## config.mk

```make
export PLATFORM = sky130hd
export DESIGN_NAME = rgmii_tx_sched
export DESIGN_NICKNAME = d
export VERILOG_FILES = /design/src/rtl/rgmii_tx_sched_pkg.sv /design/src/rtl/rgmii_rr_arb2.sv /design/src/rtl/rgmii_tx_sched.sv
export SDC_FILE = /design/constraint.sdc
export NUM_CORES = 1
export LEC_CHECK = 0
export ABC_AREA = 0
export CAP_MARGIN = 20
export CORE_MARGIN = 1
export CORE_UTILIZATION = 46
export CTS_CLUSTER_DIAMETER = 60
export CTS_CLUSTER_SIZE = 12
export DETAILED_ROUTE_END_ITERATION = 8
export HOLD_SLACK_MARGIN = 0.08
export PLACE_DENSITY = 0.87
export SYNTH_ARGS = -nofsm -noshare
export SYNTH_HDL_FRONTEND = slang
export SYNTH_SLANG_ARGS = --single-unit
```

## constraint.sdc

```tcl
create_clock -name clk_125mhz -period 2.1 [get_ports clk_125mhz]
set_clock_uncertainty 0.2 [all_clocks]
set_input_delay 0.42 -clock clk_125mhz [delete_from_list [all_inputs] [get_ports clk_125mhz]]
set_output_delay 0.42 -clock clk_125mhz [all_outputs]
set_load 0.005 [all_outputs]
```

## src/rtl/rgmii_tx_sched_pkg.sv

```systemverilog
// rgmii_tx_sched_pkg
// Shared definitions for the RGMII transmit scheduler:
//   - FSM state encoding (state_t + ST_* constants)
//   - framing bytes (preamble 0x55, SFD 0xD5)
//   - PHY speed codes and cycles-per-byte at each speed
//   - gap_load(): inter-frame gap length in 125 MHz cycles
package rgmii_tx_sched_pkg;

    typedef logic [2:0] state_t;

    localparam state_t ST_IDLE     = 3'd0;
    localparam state_t ST_PREAMBLE = 3'd1;
    localparam state_t ST_SFD      = 3'd2;
    localparam state_t ST_DATA     = 3'd3;
    localparam state_t ST_DROP     = 3'd4;
    localparam state_t ST_IFG      = 3'd5;

    localparam logic [7:0] PREAMBLE_BYTE = 8'h55;
    localparam logic [7:0] SFD_BYTE      = 8'hD5;

    localparam logic [1:0] SPEED_10M   = 2'd0;
    localparam logic [1:0] SPEED_100M  = 2'd1;
    localparam logic [1:0] SPEED_1000M = 2'd2;

    // One byte-time measured in 125 MHz cycles.
    localparam int CPB_10M   = 100;
    localparam int CPB_100M  = 10;
    localparam int CPB_1000M = 1;

    // 11 bits holds the worst case of 12 byte-times at 10M (1200 cycles).
    localparam int GAP_W = 11;

    // The unused speed code 3 is treated as gigabit (shortest gap).
    function automatic logic [GAP_W-1:0] gap_load(input int ifg_bytes, input logic [1:0] speed);
        int cpb;
        case (speed)
            SPEED_10M:  cpb = CPB_10M;
            SPEED_100M: cpb = CPB_100M;
            default:    cpb = CPB_1000M;
        endcase
        return GAP_W'(ifg_bytes * cpb);
    endfunction

endpackage

```

## src/rtl/rgmii_rr_arb2.sv

```systemverilog
// rgmii_rr_arb2
// Two-requester round-robin selector, decided once per frame.
//   clk_i    : clock
//   rst_i    : synchronous active-high reset (last grant -> requester 1)
//   req_i    : request bits, [0] = source 0, [1] = source 1
//   take_i   : the caller commits to grant_o this cycle; updates history
//   grant_o  : one-hot winner (combinational), 0 when nobody requests
module rgmii_rr_arb2 (
    input  logic       clk_i,
    input  logic       rst_i,
    input  logic [1:0] req_i,
    input  logic       take_i,
    output logic [1:0] grant_o
);

    // 1 = source 1 won the previous frame, so source 0 is next in line.
    logic last_q;
    logic last_d;

    always_comb begin
        grant_o = 2'b00;
        case (req_i)
            2'b01:   grant_o = 2'b01;
            2'b10:   grant_o = 2'b10;
            2'b11:   grant_o = last_q ? 2'b01 : 2'b10;
            default: grant_o = 2'b00;
        endcase
    end

    assign last_d = (take_i && (grant_o != 2'b00)) ? grant_o[1] : last_q;

    always_ff @(posedge clk_i) begin
        if (rst_i) begin
            last_q <= 1'b1;
        end else begin
            last_q <= last_d;
        end
    end

endmodule

```

## src/rtl/rgmii_tx_sched.sv

```systemverilog
// rgmii_tx_sched
// Arbitrates two AXI-Stream frame sources onto one byte stream for an
// RGMII transmitter, prefixing preamble + SFD and enforcing the
// inter-frame gap at the current PHY speed.
//   clk_125mhz       : single clock
//   reset            : synchronous active-high reset
//   phy_link_status  : async link-up flag (synchronized internally)
//   phy_speed_status : async speed code (synchronized internally)
//   s0_axis_*        : frame source 0 (tdata/tvalid/tready/tlast)
//   s1_axis_*        : frame source 1
//   m_axis_*         : byte stream out (tdata/tvalid/tready)
//   tx_grant         : one-hot owner of the frame in flight
//   tx_underrun      : high for each DATA cycle the owner has no byte
//   tx_drop          : one-cycle pulse when link loss discards a frame
//   dbg_state        : current FSM state (ST_* encoding)
//
// Handshake: a byte moves on any cycle where tvalid && tready; a sender
// never withdraws tvalid on its own account except the sources, whose
// missing tvalid mid-frame is reported as underrun rather than hidden.
module rgmii_tx_sched
    import rgmii_tx_sched_pkg::*;
#(
    parameter int IFG_BYTES    = 12,
    parameter int PREAMBLE_LEN = 7   // must be 1..255
) (
    input  logic       clk_125mhz,
    input  logic       reset,
    input  logic       phy_link_status,
    input  logic [1:0] phy_speed_status,
    input  logic [7:0] s0_axis_tdata,
    input  logic       s0_axis_tvalid,
    output logic       s0_axis_tready,
    input  logic       s0_axis_tlast,
    input  logic [7:0] s1_axis_tdata,
    input  logic       s1_axis_tvalid,
    output logic       s1_axis_tready,
    input  logic       s1_axis_tlast,
    output logic [7:0] m_axis_tdata,
    output logic       m_axis_tvalid,
    input  logic       m_axis_tready,
    output logic [1:0] tx_grant,
    output logic       tx_underrun,
    output logic       tx_drop,
    output logic [2:0] dbg_state
);

    logic             link_meta_q, link_sync_q;
    logic [1:0]       speed_meta_q, speed_sync_q;
    state_t           state_q, state_d;
    logic [7:0]       pre_cnt_q, pre_cnt_d;
    logic [GAP_W-1:0] gap_q, gap_d;
    logic [1:0]       grant_q, grant_d;
    logic [1:0]       arb_grant;
    logic             arb_take;
    logic             src_ready;
    logic [7:0]       src_tdata;
    logic             src_tvalid;
    logic             src_tlast;

    rgmii_rr_arb2 u_arb (
        .clk_i   (clk_125mhz),
        .rst_i   (reset),
        .req_i   ({s1_axis_tvalid, s0_axis_tvalid}),
        .take_i  (arb_take),
        .grant_o (arb_grant)
    );

    // Granted-source view; only meaningful while grant_q is nonzero.
    assign src_tdata  = grant_q[1] ? s1_axis_tdata : s0_axis_tdata;
    assign src_tvalid = (grant_q[0] & s0_axis_tvalid) | (grant_q[1] & s1_axis_tvalid);
    assign src_tlast  = grant_q[1] ? s1_axis_tlast : s0_axis_tlast;

    assign s0_axis_tready = src_ready & grant_q[0];
    assign s1_axis_tready = src_ready & grant_q[1];
    assign tx_grant       = grant_q;
    assign dbg_state      = state_q;

    always_comb begin
        state_d       = state_q;
        pre_cnt_d     = pre_cnt_q;
        gap_d         = gap_q;
        grant_d       = grant_q;
        arb_take      = 1'b0;
        m_axis_tvalid = 1'b0;
        m_axis_tdata  = 8'h00;
        src_ready     = 1'b0;
        tx_underrun   = 1'b0;
        tx_drop       = 1'b0;

        case (state_q)
            ST_IDLE: begin
                if (link_sync_q && (s0_axis_tvalid || s1_axis_tvalid)) begin
                    arb_take  = 1'b1;
                    grant_d   = arb_grant;
                    pre_cnt_d = 8'd0;
                    state_d   = ST_PREAMBLE;
                end
            end

            // Link loss before any payload byte: nothing was taken from the
            // source, so simply release it and start over.
            ST_PREAMBLE: begin
                if (!link_sync_q) begin
                    tx_drop = 1'b1;
                    grant_d = 2'b00;
                    state_d = ST_IDLE;
                end else begin
                    m_axis_tvalid = 1'b1;
                    m_axis_tdata  = PREAMBLE_BYTE;
                    if (m_axis_tready) begin
                        if (pre_cnt_q == 8'(PREAMBLE_LEN - 1)) begin
                            pre_cnt_d = 8'd0;
                            state_d   = ST_SFD;
                        end else begin
                            pre_cnt_d = pre_cnt_q + 8'd1;
                        end
                    end
                end
            end

            ST_SFD: begin
                if (!link_sync_q) begin
                    tx_drop = 1'b1;
                    grant_d = 2'b00;
                    state_d = ST_IDLE;
                end else begin
                    m_axis_tvalid = 1'b1;
                    m_axis_tdata  = SFD_BYTE;
                    if (m_axis_tready) begin
                        state_d = ST_DATA;
                    end
                end
            end

            // The link-down cycle moves nothing in either direction, so the
            // byte the source is offering becomes the first one DROP eats.
            ST_DATA: begin
                if (!link_sync_q) begin
                    tx_drop = 1'b1;
                    state_d = ST_DROP;
                end else begin
                    m_axis_tvalid = src_tvalid;
                    m_axis_tdata  = src_tdata;
                    src_ready     = m_axis_tready;
                    if (!src_tvalid) begin
                        tx_underrun = 1'b1;
                    end else if (m_axis_tready && src_tlast) begin
                        gap_d   = gap_load(IFG_BYTES, speed_sync_q);
                        grant_d = 2'b00;
                        state_d = ST_IFG;
                    end
                end
            end

            ST_DROP: begin
                src_ready = 1'b1;
                if (src_tvalid && src_tlast) begin
                    gap_d   = gap_load(IFG_BYTES, speed_sync_q);
                    grant_d = 2'b00;
                    state_d = ST_IFG;
                end
            end

            // The gap length was fixed on entry; speed changes now are ignored.
            ST_IFG: begin
                if (gap_q <= 11'd1) begin
                    gap_d   = 11'd0;
                    state_d = ST_IDLE;
                end else begin
                    gap_d = gap_q - 11'd1;
                end
            end

            default: begin
                grant_d = 2'b00;
                state_d = ST_IDLE;
            end
        endcase
    end

    always_ff @(posedge clk_125mhz) begin
        if (reset) begin
            link_meta_q  <= 1'b0;
            link_sync_q  <= 1'b0;
            speed_meta_q <= 2'b00;
            speed_sync_q <= 2'b00;
            state_q      <= ST_IDLE;
            pre_cnt_q    <= 8'd0;
            gap_q        <= '0;
            grant_q      <= 2'b00;
        end else begin
            link_meta_q  <= phy_link_status;
            link_sync_q  <= link_meta_q;
            speed_meta_q <= phy_speed_status;
            speed_sync_q <= speed_meta_q;
            state_q      <= state_d;
            pre_cnt_q    <= pre_cnt_d;
            gap_q        <= gap_d;
            grant_q      <= grant_d;
        end
    end

endmodule
```

==> results.txt, run 1 <==
Ys flop type: dfxtp_1
Xor and xnor area share after synthesis: 0.0337
Met2 wire length: 3330 um
DRC violation count after routing: 0
DR pass1 iterations: 5
Critical path endpoint category: register
Sequential area share after synthesis: 0.298
Arr. time, crit path: 2.15 ns
Worst hold path class: reg -> reg
Die area: 4800 um^2
Maxcap violations: 0
Failing checks: setup timing
Yosys warns: 0
Die X: 69.3 um
Post-synthesis mux area share: 0.0661
Post-Synthesis Cells: 256
Run status: finished, violations left
Distinct cells, synth: 61
Async SR Flop Fraction: 0
WL met3: 527 um
Highest metal used: met4
Post-DP HPWL: 4170 um
Leakage power: 0.00142 uW
Worst-path clk slew: 0.07 ns
Fmax: 461 MHz
Critical path's slowest cell: or4_4
CTS H-tree lvls: 2
Placed Area: 2840 um^2
Final min period: 2.17 ns
GRT Total Usage: 0.243
Via-per-instance ratio: 6.05
Synth cell count leaders: dfxtp_1, nor2_1, a21oi_1, nand2_1
Initial antenna violation count: 0
Final worst-path cycle share: 1.03
Setup violators final: 5
Final ANT Viol Nets: 0
Site Rows: 24
Worst skew pair latency: 0.29 ns
Die Y: 69.3 um
Synth area leaders: dfxtp_1, a21oi_1, nor2_1
Simple-gate portion of the synthesized area: 0.280
CTS Root Cell: clkbuf_8
Share of cells above drive strength 1: 0.315
CP max stage delay: 0.57 ns
Num CTS Buffers: 5
EDFF count, synth: 0
Final antenna diode count: 0
Wire per inst: 16.6 um
DRT Wirelength: 6640 um
CTS tree: built
WHS: 0.247 ns
Area grow syn2layout: 52.6%
Final #Nets: 381
Largest family of logic cells by synthesized area: simple AND/OR/NAND/NOR gates
Design Area, Final: 3180 um^2
RePlAce Congestion: 0.970
CP Launch Type: register
Synthesized cell area: 2080 um^2
Multi-input combinational cell area: 1470 um^2
Synthesized flop and latch total: 31
Bufs and invs on worst path: 1
DR iter-0 viols: 214
Final hold viol count: 0
First-pass GRT wire length: 9580 um
Starting Density: 0.478
Share of the synthesized area in the top cell type: 0.298
Post-Synth Adder-Cell Area: 0.0421
Finished Core Util: 0.730
Synth Area in Compound Gates: 0.218
Crit-path max FO: 4
Ports: 44
Input/output buffers: 43
Largest net degree at the start of global routing: 12
Slew margin rel.: 0.628
Fin Setup TNS: -0.139 ns
Gr ovfl total: 0
Vias after detailed routing: 2427
Synth area leader: dfxtp_1
FF+latch area: 639 um^2
Slew @ Worst Pin: 0.553 ns
PnR worst setup slack: -0.0696 ns
Fillcell total: 302
Clock sink count: 31
CP delay by family, top: compound AO/OA/AOI/OAI gates
Metal1 wirelength: 2590 um
Core Area: 4350 um^2
Vias in the first global route: 2224
Power density over the cells: 593 nW/um^2
Max-slew violations: 0
Worst vdd ir: 0.404 mV
WP data required: 2.08 ns
CTS max path bufs: 2
Crit Path Category: reg -> reg
RSZ-0062 raised after global routing: true
Crit-path cells: or4_4 -> o41ai_4 -> buf_4 -> nand2_2 -> o31ai_4 -> a21oi_1
Syn Area/Cell: 8.13 um^2
Post-Syn Nets: 289
routing by layer:
metal | track usage | up-vias
li1 | - | 1122
met2 | 0.422 | 152
met1 | 0.281 | 1124
met5 | 0 | -
met4 | 0.113 | 0
met3 | 0.0538 | 29
what timing repair did:
item | CTS | global route
cloned | 0 | 0
buffers inserted | 5 | 5
resized for setup | 29 | 41
setup endpoints to repair | 24 | 24
hold buffers | 0 | 0
hold endpoints to repair | 0 | 0
pin swaps | 6 | 9
power breakdown:
part / switching, uW / internal [uW]
registers: 43.1 / 622
clock network: 238 / 298
logic: 324 / 359
worst paths after layout:
kind                        start         endpoint  slack (ns)  depth (start not counted)
setup / recovery         gap_q[8]     dbg_state[0]       -0.07                          6
hold / removal    speed_meta_q[1]  speed_sync_q[1]        0.25                          1
setup reg to reg         gap_q[8]     dbg_state[0]       -0.07                          6
hold reg to reg   speed_meta_q[1]  speed_sync_q[1]        0.25                          1
sequential cells by signal, indices dropped and copies added (netlist names):
register,cells
dbg_state,3
gap_q,11
link_meta_q,1
link_sync_q,1
pre_cnt_q,8
speed_meta_q,2
speed_sync_q,2
tx_grant,2
u_arb.last_q,1
final cells by class:
| cell class | count | area share |
|---|---|---|
| inverters | 9 | 0.0106 |
| multi-input cells | 203 | 0.464 |
| flip-flops and latches | 31 | 0.201 |
| repair buffers | 98 | 0.271 |
| well taps | 52 | 0.0205 |
| clock inverters | 1 | 0.00236 |
| clock buffers | 7 | 0.0303 |
cells in the final DEF, fill, tap and decap left out, drive strengths merged, types with 2 or more instances in the layout:
cell type and n:
nand3 4, nor4 2, ha 7, nor3 9, a22o 2, xnor2 2
mux2i 10, nor2 31, dlygate4sd2 7, dfxtp 31, a21oi 24, clkdlybuf4s50 26
or4 3, mux2 3, clkbuf 11, nor2b 10, buf 55, o41ai 2
a32oi 3, nand4b 3, nand4 4, nand3b 2, nor3b 2, and3 2
nand2 19, inv 9, or3 5, nand2b 7, o211ai 4, a2111oi 2
xor2 6, dlymetal6s2s 6, o22ai 5, o21ai 10, o31ai 3
through the flow:
| stage | worst slack, ns | total power (uW) | std cells |
|---|---|---|---|
| 2_1_floorplan | 0.000937 | 984 | 256 |
| 3_3_place_gp | -0.378 | 1190 | 384 |
| 3_5_place_dp | -0.415 | 1210 | 384 |
| 4_1_cts | -0.174 | 1790 | 397 |
| 5_1_grt | -0.112 | 1960 | 401 |
| 6_report | -0.0696 | 1880 | 401 |
cells by family after synthesis:
kind of cell               count (synthesis)
and+or+nand+nor                          110
AOI/OAI and AO/OA                         65
DFF                                       31
buffers and inverters                     22
muxes                                     13
xor gates and xnor gates                   8
adders and majority gates                  7
Note: power is estimated with default switching activity, not from simulation.
==> run 2: changes to the inputs <==
- ABC_AREA: 0 -> default
- CORE_MARGIN: 1 -> default
- SLEW_MARGIN: default -> 10
==> results of run 2 <==
The final DEF is identical to that of run 1; final timing and power are the same.
